===== config.mk =====
export PLATFORM = sky130hd
export DESIGN_NAME = sram_arbiter
export DESIGN_NICKNAME = d
export VERILOG_FILES = /design/src/rtl/sram_arbiter.sv
export SDC_FILE = /design/constraint.sdc
export NUM_CORES = 1
export LEC_CHECK = 0
export ABC_AREA = 1
export BUFFER_PORTS_ARGS = -buffer_cell sky130_fd_sc_hd__buf_2
export CORE_UTILIZATION = 40
export CTS_CLUSTER_SIZE = 40
export DETAILED_ROUTE_END_ITERATION = 6
export PLACE_DENSITY = 0.75
export SLEW_MARGIN = 20
export SYNTH_ARGS = -nofsm -noshare
export SYNTH_HDL_FRONTEND = slang
export SYNTH_SLANG_ARGS = --single-unit

===== constraint.sdc =====
create_clock -name clk -period 1.6 [get_ports clk]
set_input_delay 0.08 -clock clk [delete_from_list [all_inputs] [get_ports clk]]
set_output_delay 0.08 -clock clk [all_outputs]
set_load 0.005 [all_outputs]

===== src/rtl/sram_arbiter.sv =====
// Round-robin arbiter sharing one single-port synchronous SRAM between the AVR window and a DMA port.
// Latency: grant in IDLE; read ack 3 cycles after grant, write ack 2 cycles after grant.
// Backpressure: AVR is stalled via combinational avr_wait; DMA holds dma_req until the dma_ack pulse.
module sram_arbiter #(
  parameter logic [15:0] SRAM_BASE  = 16'hE000,
  parameter int          ADDR_WIDTH = 10
) (
  input  logic                  clk,
  input  logic                  nrst,
  input  logic [15:0]           avr_a,
  input  logic [7:0]            avr_d_out,
  input  logic                  avr_cs,
  input  logic                  avr_oe,
  input  logic                  avr_we,
  output logic [7:0]            avr_d_in,
  output logic                  avr_wait,
  input  logic                  dma_req,
  input  logic                  dma_we,
  input  logic [ADDR_WIDTH-1:0] dma_addr,
  input  logic [7:0]            dma_wdata,
  output logic                  dma_ack,
  output logic [7:0]            dma_rdata,
  output logic                  mem_en,
  output logic                  mem_we,
  output logic [ADDR_WIDTH-1:0] mem_addr,
  output logic [7:0]            mem_wdata,
  input  logic [7:0]            mem_rdata
);

  typedef enum logic [1:0] {
    IDLE    = 2'd0,
    ISSUE   = 2'd1,
    CAPTURE = 2'd2,
    ACK     = 2'd3
  } state_t;

  localparam logic OWN_AVR = 1'b0;
  localparam logic OWN_DMA = 1'b1;

  state_t state;
  logic   owner;
  logic   last_grant;
  logic   op_we;

  logic                  a_req;
  logic                  d_req;
  logic                  grant_dma;
  logic                  next_we;
  logic [ADDR_WIDTH-1:0] next_addr;
  logic [7:0]            next_wdata;
  logic [15:0]           avr_off;
  logic                  avr_off_unused;

  // Request decode; the window offset wraps modulo the window size, so upper offset bits are dropped.
  assign a_req          = avr_cs & (avr_oe | avr_we);
  assign d_req          = dma_req;
  assign avr_off        = avr_a - SRAM_BASE;
  assign avr_off_unused = ^avr_off[15:ADDR_WIDTH];

  // Round-robin: a lone requester wins; on conflict the port not served last wins.
  assign grant_dma  = d_req & (~a_req | (last_grant == OWN_AVR));
  assign next_we    = grant_dma ? dma_we    : avr_we;
  assign next_addr  = grant_dma ? dma_addr  : avr_off[ADDR_WIDTH-1:0];
  assign next_wdata = grant_dma ? dma_wdata : avr_d_out;

  // AVR stall is combinational so it is already high in the cycle the request first appears.
  assign avr_wait = a_req & ~((state == ACK) & (owner == OWN_AVR));

  // Access sequencer: IDLE -> ISSUE -> (CAPTURE for reads) -> ACK -> IDLE, all outputs registered.
  always_ff @(posedge clk) begin
    if (!nrst) begin
      state      <= IDLE;
      owner      <= OWN_AVR;
      last_grant <= OWN_DMA;
      op_we      <= 1'b0;
      mem_en     <= 1'b0;
      mem_we     <= 1'b0;
      mem_addr   <= '0;
      mem_wdata  <= '0;
      dma_ack    <= 1'b0;
      dma_rdata  <= '0;
      avr_d_in   <= '0;
    end else begin
      mem_en  <= 1'b0;
      mem_we  <= 1'b0;
      dma_ack <= 1'b0;
      case (state)
        IDLE: begin
          if (a_req | d_req) begin
            owner     <= grant_dma;
            op_we     <= next_we;
            mem_addr  <= next_addr;
            mem_wdata <= next_wdata;
            mem_en    <= 1'b1;
            mem_we    <= next_we;
            state     <= ISSUE;
          end
        end
        ISSUE: begin
          if (op_we) begin
            dma_ack <= (owner == OWN_DMA);
            state   <= ACK;
          end else begin
            state   <= CAPTURE;
          end
        end
        CAPTURE: begin
          if (owner == OWN_DMA) begin
            dma_rdata <= mem_rdata;
            dma_ack   <= 1'b1;
          end else begin
            avr_d_in  <= mem_rdata;
          end
          state <= ACK;
        end
        ACK: begin
          last_grant <= owner;
          state      <= IDLE;
        end
        default: state <= IDLE;
      endcase
    end
  end

endmodule

==> impl.org <==
** Worst setup path
- Category of the worst setup path launch point :: flop
- Max FO, Critical Path :: 6
- Arrival @ worst endpoint :: 1590 ps
- Data required time at the worst endpoint :: between 1500 and 2000 ps
- Worst setup path class :: flop to flop
- Capturing element type of the critical path :: flop

** Synthesis
- Of the post-synthesis cell area, the part taken by muxes is 0.
- Avg Synthesized Cell Area :: just under 7 µm²
- Count of state elements after synthesis :: 42
- Synth warnings :: 0
- Gate count of the mapped netlist :: 298
- Commonest register cell after synthesis :: sky130_fd_sc_hd__dfxtp_1
- Synthesized-area fraction occupied by and/or/nand/nor cells :: 0.3278
- By area, the combinational part of the netlist is dominated by simple AND/OR/NAND/NOR gates.
- The number of nets handed over by synthesis was between 300 and 400.
- Top-count cell post-synth :: sky130_fd_sc_hd__nor2_1
- Ranked by total cell area, the synthesized netlist is headed by sky130_fd_sc_hd__dfxtp_1 (41%), sky130_fd_sc_hd__nor2_1 (13%), sky130_fd_sc_hd__nand2_1 (12%).
- Counting flops with a built-in enable in the synthesized netlist gives 0.
- sky130_fd_sc_hd__dfxtp_1 takes more of the synthesized area than any other cell.
- Of the total synthesized cell area, the portion taken by full adders, half adders and majority gates is 0.03047.
- Post-Synthesis Cell Area :: roughly 2000 µm²
- After synthesis, the most frequently instantiated cells are sky130_fd_sc_hd__nor2_1 (70), sky130_fd_sc_hd__nand2_1 (66), sky130_fd_sc_hd__dfxtp_1 (42), sky130_fd_sc_hd__inv_1 (27), sky130_fd_sc_hd__nand3_1 (23).
- Of the total synthesized cell area, the portion taken by XOR and XNOR cells is 0.
- Area fraction of the dominant cell type after synthesis :: 0.4095
- Post-synthesis cell type count :: 23
- The share of the Yosys chip area taken by registers is 0.4095.
- Compound-Gate Fraction of Synth Area :: 0.1341
- Share of async-settable or async-resettable flops after synthesis :: 0

** Clock network
- Counting the buffers created by CTS gives 5.
- In this run the number of H-tree levels came out at 2.
- The clock drives 42 sinks.
- Maximum buffer depth of the clock tree :: 2
- Later-pin clock latency in the skew report :: 290 ps
- Clock tree from TritonCTS :: yes
- The tree is rooted in a sky130_fd_sc_hd__clkbuf_8.
- Clock-pin slew was measured on the worst setup and hold paths at 70 ps.
- Count of buffers added by post-CTS timing repair for setup :: 0

** Floorplan
- Die area :: about 5400 µm²
- Number of rows in the core area :: 25
- Die width :: between 70 and 80 µm
- During I/O placement, the number of pins put on the boundary was between 90 and 100.
- From bottom edge to top edge, the die measures 73.65 µm.
- The core region is between 4000 and 5000 µm².
- Starting utilization of the core area :: 0.4262

** STA
- The count of endpoints failing hold in the final timing report came to 0.
- Setup repair after global routing missed its margin :: false
- Fmax :: roughly 710 MHz
- Final number of max-transition violations :: 0
- Max transition margin :: 0.7189
- Final period demand of the worst path :: ~1400 ps
- Setup violations remaining at the end of the flow were counted as 0.
- Final critical-path setup slack :: ~200 ps
- Period utilization :: 0.8778
- Total negative setup slack :: 0 ps
- For the pin with the worst max-slew slack, the measured transition is roughly 420 ps.
- For the final database, setup skew stands at about 7 ps.

** Routing
- Number of detailed-routing iterations run before antenna repair :: 6
- Post-detailed-route via-to-cell ratio :: between 4 and 5
- Detailed Route Iter0 Violations :: 70
- Drt wl/cell :: approximately 10 µm
- Total routed wirelength :: approximately 4600 µm
- In this run the remaining antenna-violating nets after routing total 0.
- Via count :: 2077
- DRC violations left :: 0

** Pwr
- Total power draw :: a little under 4 mW
- Summed over all cells, the static leakage comes to ~1.4 nW.
- Peak supply drop :: just over 0.7 mV
- In this run the power density over the cells is roughly 1500 nW/µm².

** Global route
- Initial antenna violation count :: 0
- The via count of the first global-routing pass came to around 1800.
- Remaining global-route overflow :: 0
- Entering global routing, the biggest net connects 39 pins.
- Wire length of the first global-routing pass :: between 7000 and 8000 µm
- GRT Total Usage :: 0.1808

** Layout
- At the end of the flow, the number of nets in the layout was 449.
- Number of diodes added for antenna fixing :: 0
- Summing all flip-flop and latch instances after layout gives around 840 µm².
- Area Overhead vs Synth :: 29.13%
- Final cell area excluding filler cells :: between 2000 and 3000 µm²
- Number of inserted filler cells in the final layout :: about 500
- Summing all multi-input logic gate instances after layout gives between 1000 and 1500 µm².
- Share of final-layout standard cells stronger than drive strength 1 :: 0.2835

** Place
- Summing all placed instances gives a cell area of approximately 2600 µm².
- Buffers placed on the I/O ports in this run total 88.
- GP Congestion :: around 0.79
- Placed wire-length estimate after detailed placement :: ~3400 µm
- Before CTS, the worst setup slack after placement is ~160 ps.

** Min path
- Class of the tightest hold or removal check :: input pin to flop

** Status
- Outcome :: completed

** Job
- # Max-Cap Violations :: 0
[power by group]
part | switching [mW] | internal (mW)
combinational | 0.939 | 0.734
clock | 0.340 | 0.348
sequential | 0.180 | 1.37
total | 1.46 | 2.45
[final cells by class]
| class | instances | share of cell area |
|---|---|---|
| multi-input cells | 213 | 0.3823 |
| flip-flops and latches | 42 | 0.3171 |
| repair buffers | 96 | 0.1935 |
| inverters | 29 | 0.04106 |
| clock buffers | 7 | 0.03256 |
| well taps | 67 | 0.03162 |
| clock inverters | 1 | 0.001888 |
[worst max-delay path, stage by stage, from the launching register on]
cell	delay [ps]
sky130_fd_sc_hd__dfxtp_1	360
sky130_fd_sc_hd__inv_1	130
sky130_fd_sc_hd__ha_2	240
sky130_fd_sc_hd__inv_1	80
sky130_fd_sc_hd__a21oi_4	150
sky130_fd_sc_hd__buf_4	170
sky130_fd_sc_hd__nand2_1	50
sky130_fd_sc_hd__nor2_1	90
sky130_fd_sc_hd__nor2_1	40
[what timing repair did]
item,CTS,global route
resized for setup,0,1
hold buffers,0,0
endpoints found under the setup margin,0,2
[worst paths after layout]
kind                                   from                        end  slack (ps)  cells after the start
hold / removal                 mem_rdata[2]  dma_rdata[2]$_SDFFE_PN0P_          60                      3
hold reg to reg   dma_rdata[0]$_SDFFE_PN0P_  dma_rdata[0]$_SDFFE_PN0P_         480                      2
setup / recovery      state[0]$_SDFFE_PN0P_  mem_wdata[4]$_SDFFE_PN0P_         200                      8
setup reg to reg      state[0]$_SDFFE_PN0P_  mem_wdata[4]$_SDFFE_PN0P_         200                      8
[cells in the final DEF, fill, tap and decap left out]
cell,instances
sky130_fd_sc_hd__a21boi_1,6
sky130_fd_sc_hd__buf_4,7
sky130_fd_sc_hd__clkinv_2,1
sky130_fd_sc_hd__nand4_1,1
sky130_fd_sc_hd__nor2_1,70
sky130_fd_sc_hd__a21oi_4,1
sky130_fd_sc_hd__inv_1,27
sky130_fd_sc_hd__o21ai_0,19
sky130_fd_sc_hd__nand2_4,2
sky130_fd_sc_hd__ha_2,1
sky130_fd_sc_hd__a21oi_1,3
sky130_fd_sc_hd__a21boi_0,13
sky130_fd_sc_hd__nand2_2,1
sky130_fd_sc_hd__dfxtp_1,42
sky130_fd_sc_hd__nand3_1,23
sky130_fd_sc_hd__nand3b_1,1
sky130_fd_sc_hd__nor3_1,1
sky130_fd_sc_hd__buf_12,1
sky130_fd_sc_hd__buf_2,88
sky130_fd_sc_hd__inv_2,2
sky130_fd_sc_hd__clkbuf_8,6
sky130_fd_sc_hd__clkbuf_1,1
sky130_fd_sc_hd__ha_1,4
sky130_fd_sc_hd__nand2_1,66
sky130_fd_sc_hd__o22ai_1,1
[per-stage QoR]
step           hold slack, ps  utilization  cells
2_1_floorplan           240.1            -    298
3_3_place_gp            351.1       0.5309    447
3_5_place_dp            352.9       0.5309    447
4_1_cts                 55.50       0.5499    455
5_1_grt                 83.82       0.5504    455
6_report                62.82       0.5504    455
[registers in the layout, indices dropped and copies added (netlist names)]
name and cells:
mem_addr 10, avr_d_in 8, dma_rdata 8, mem_wdata 8
state 2, dma_ack 1, last_grant 1, mem_en 1
mem_we 1, op_we 1, owner 1
[cell families after synthesis]
| group | Yosys count |
|---|---|
| flip-flops | 42 |
| adder cells (fa/ha/maj) | 5 |
| AO/OA/AOI/OAI | 43 |
| buffers and inverters | 43 |
| AND/OR/NAND/NOR | 165 |
[per-layer routing]
metal	global-route usage	wire [µm]	vias to the layer above
li1	-	-	1102
met1	0.2116	2048	892
met2	0.3119	2050	78
met3	0.06584	414	5
met4	0.04487	43	0
met5	0	0	-
Note: power is estimated with default switching activity, not from simulation.
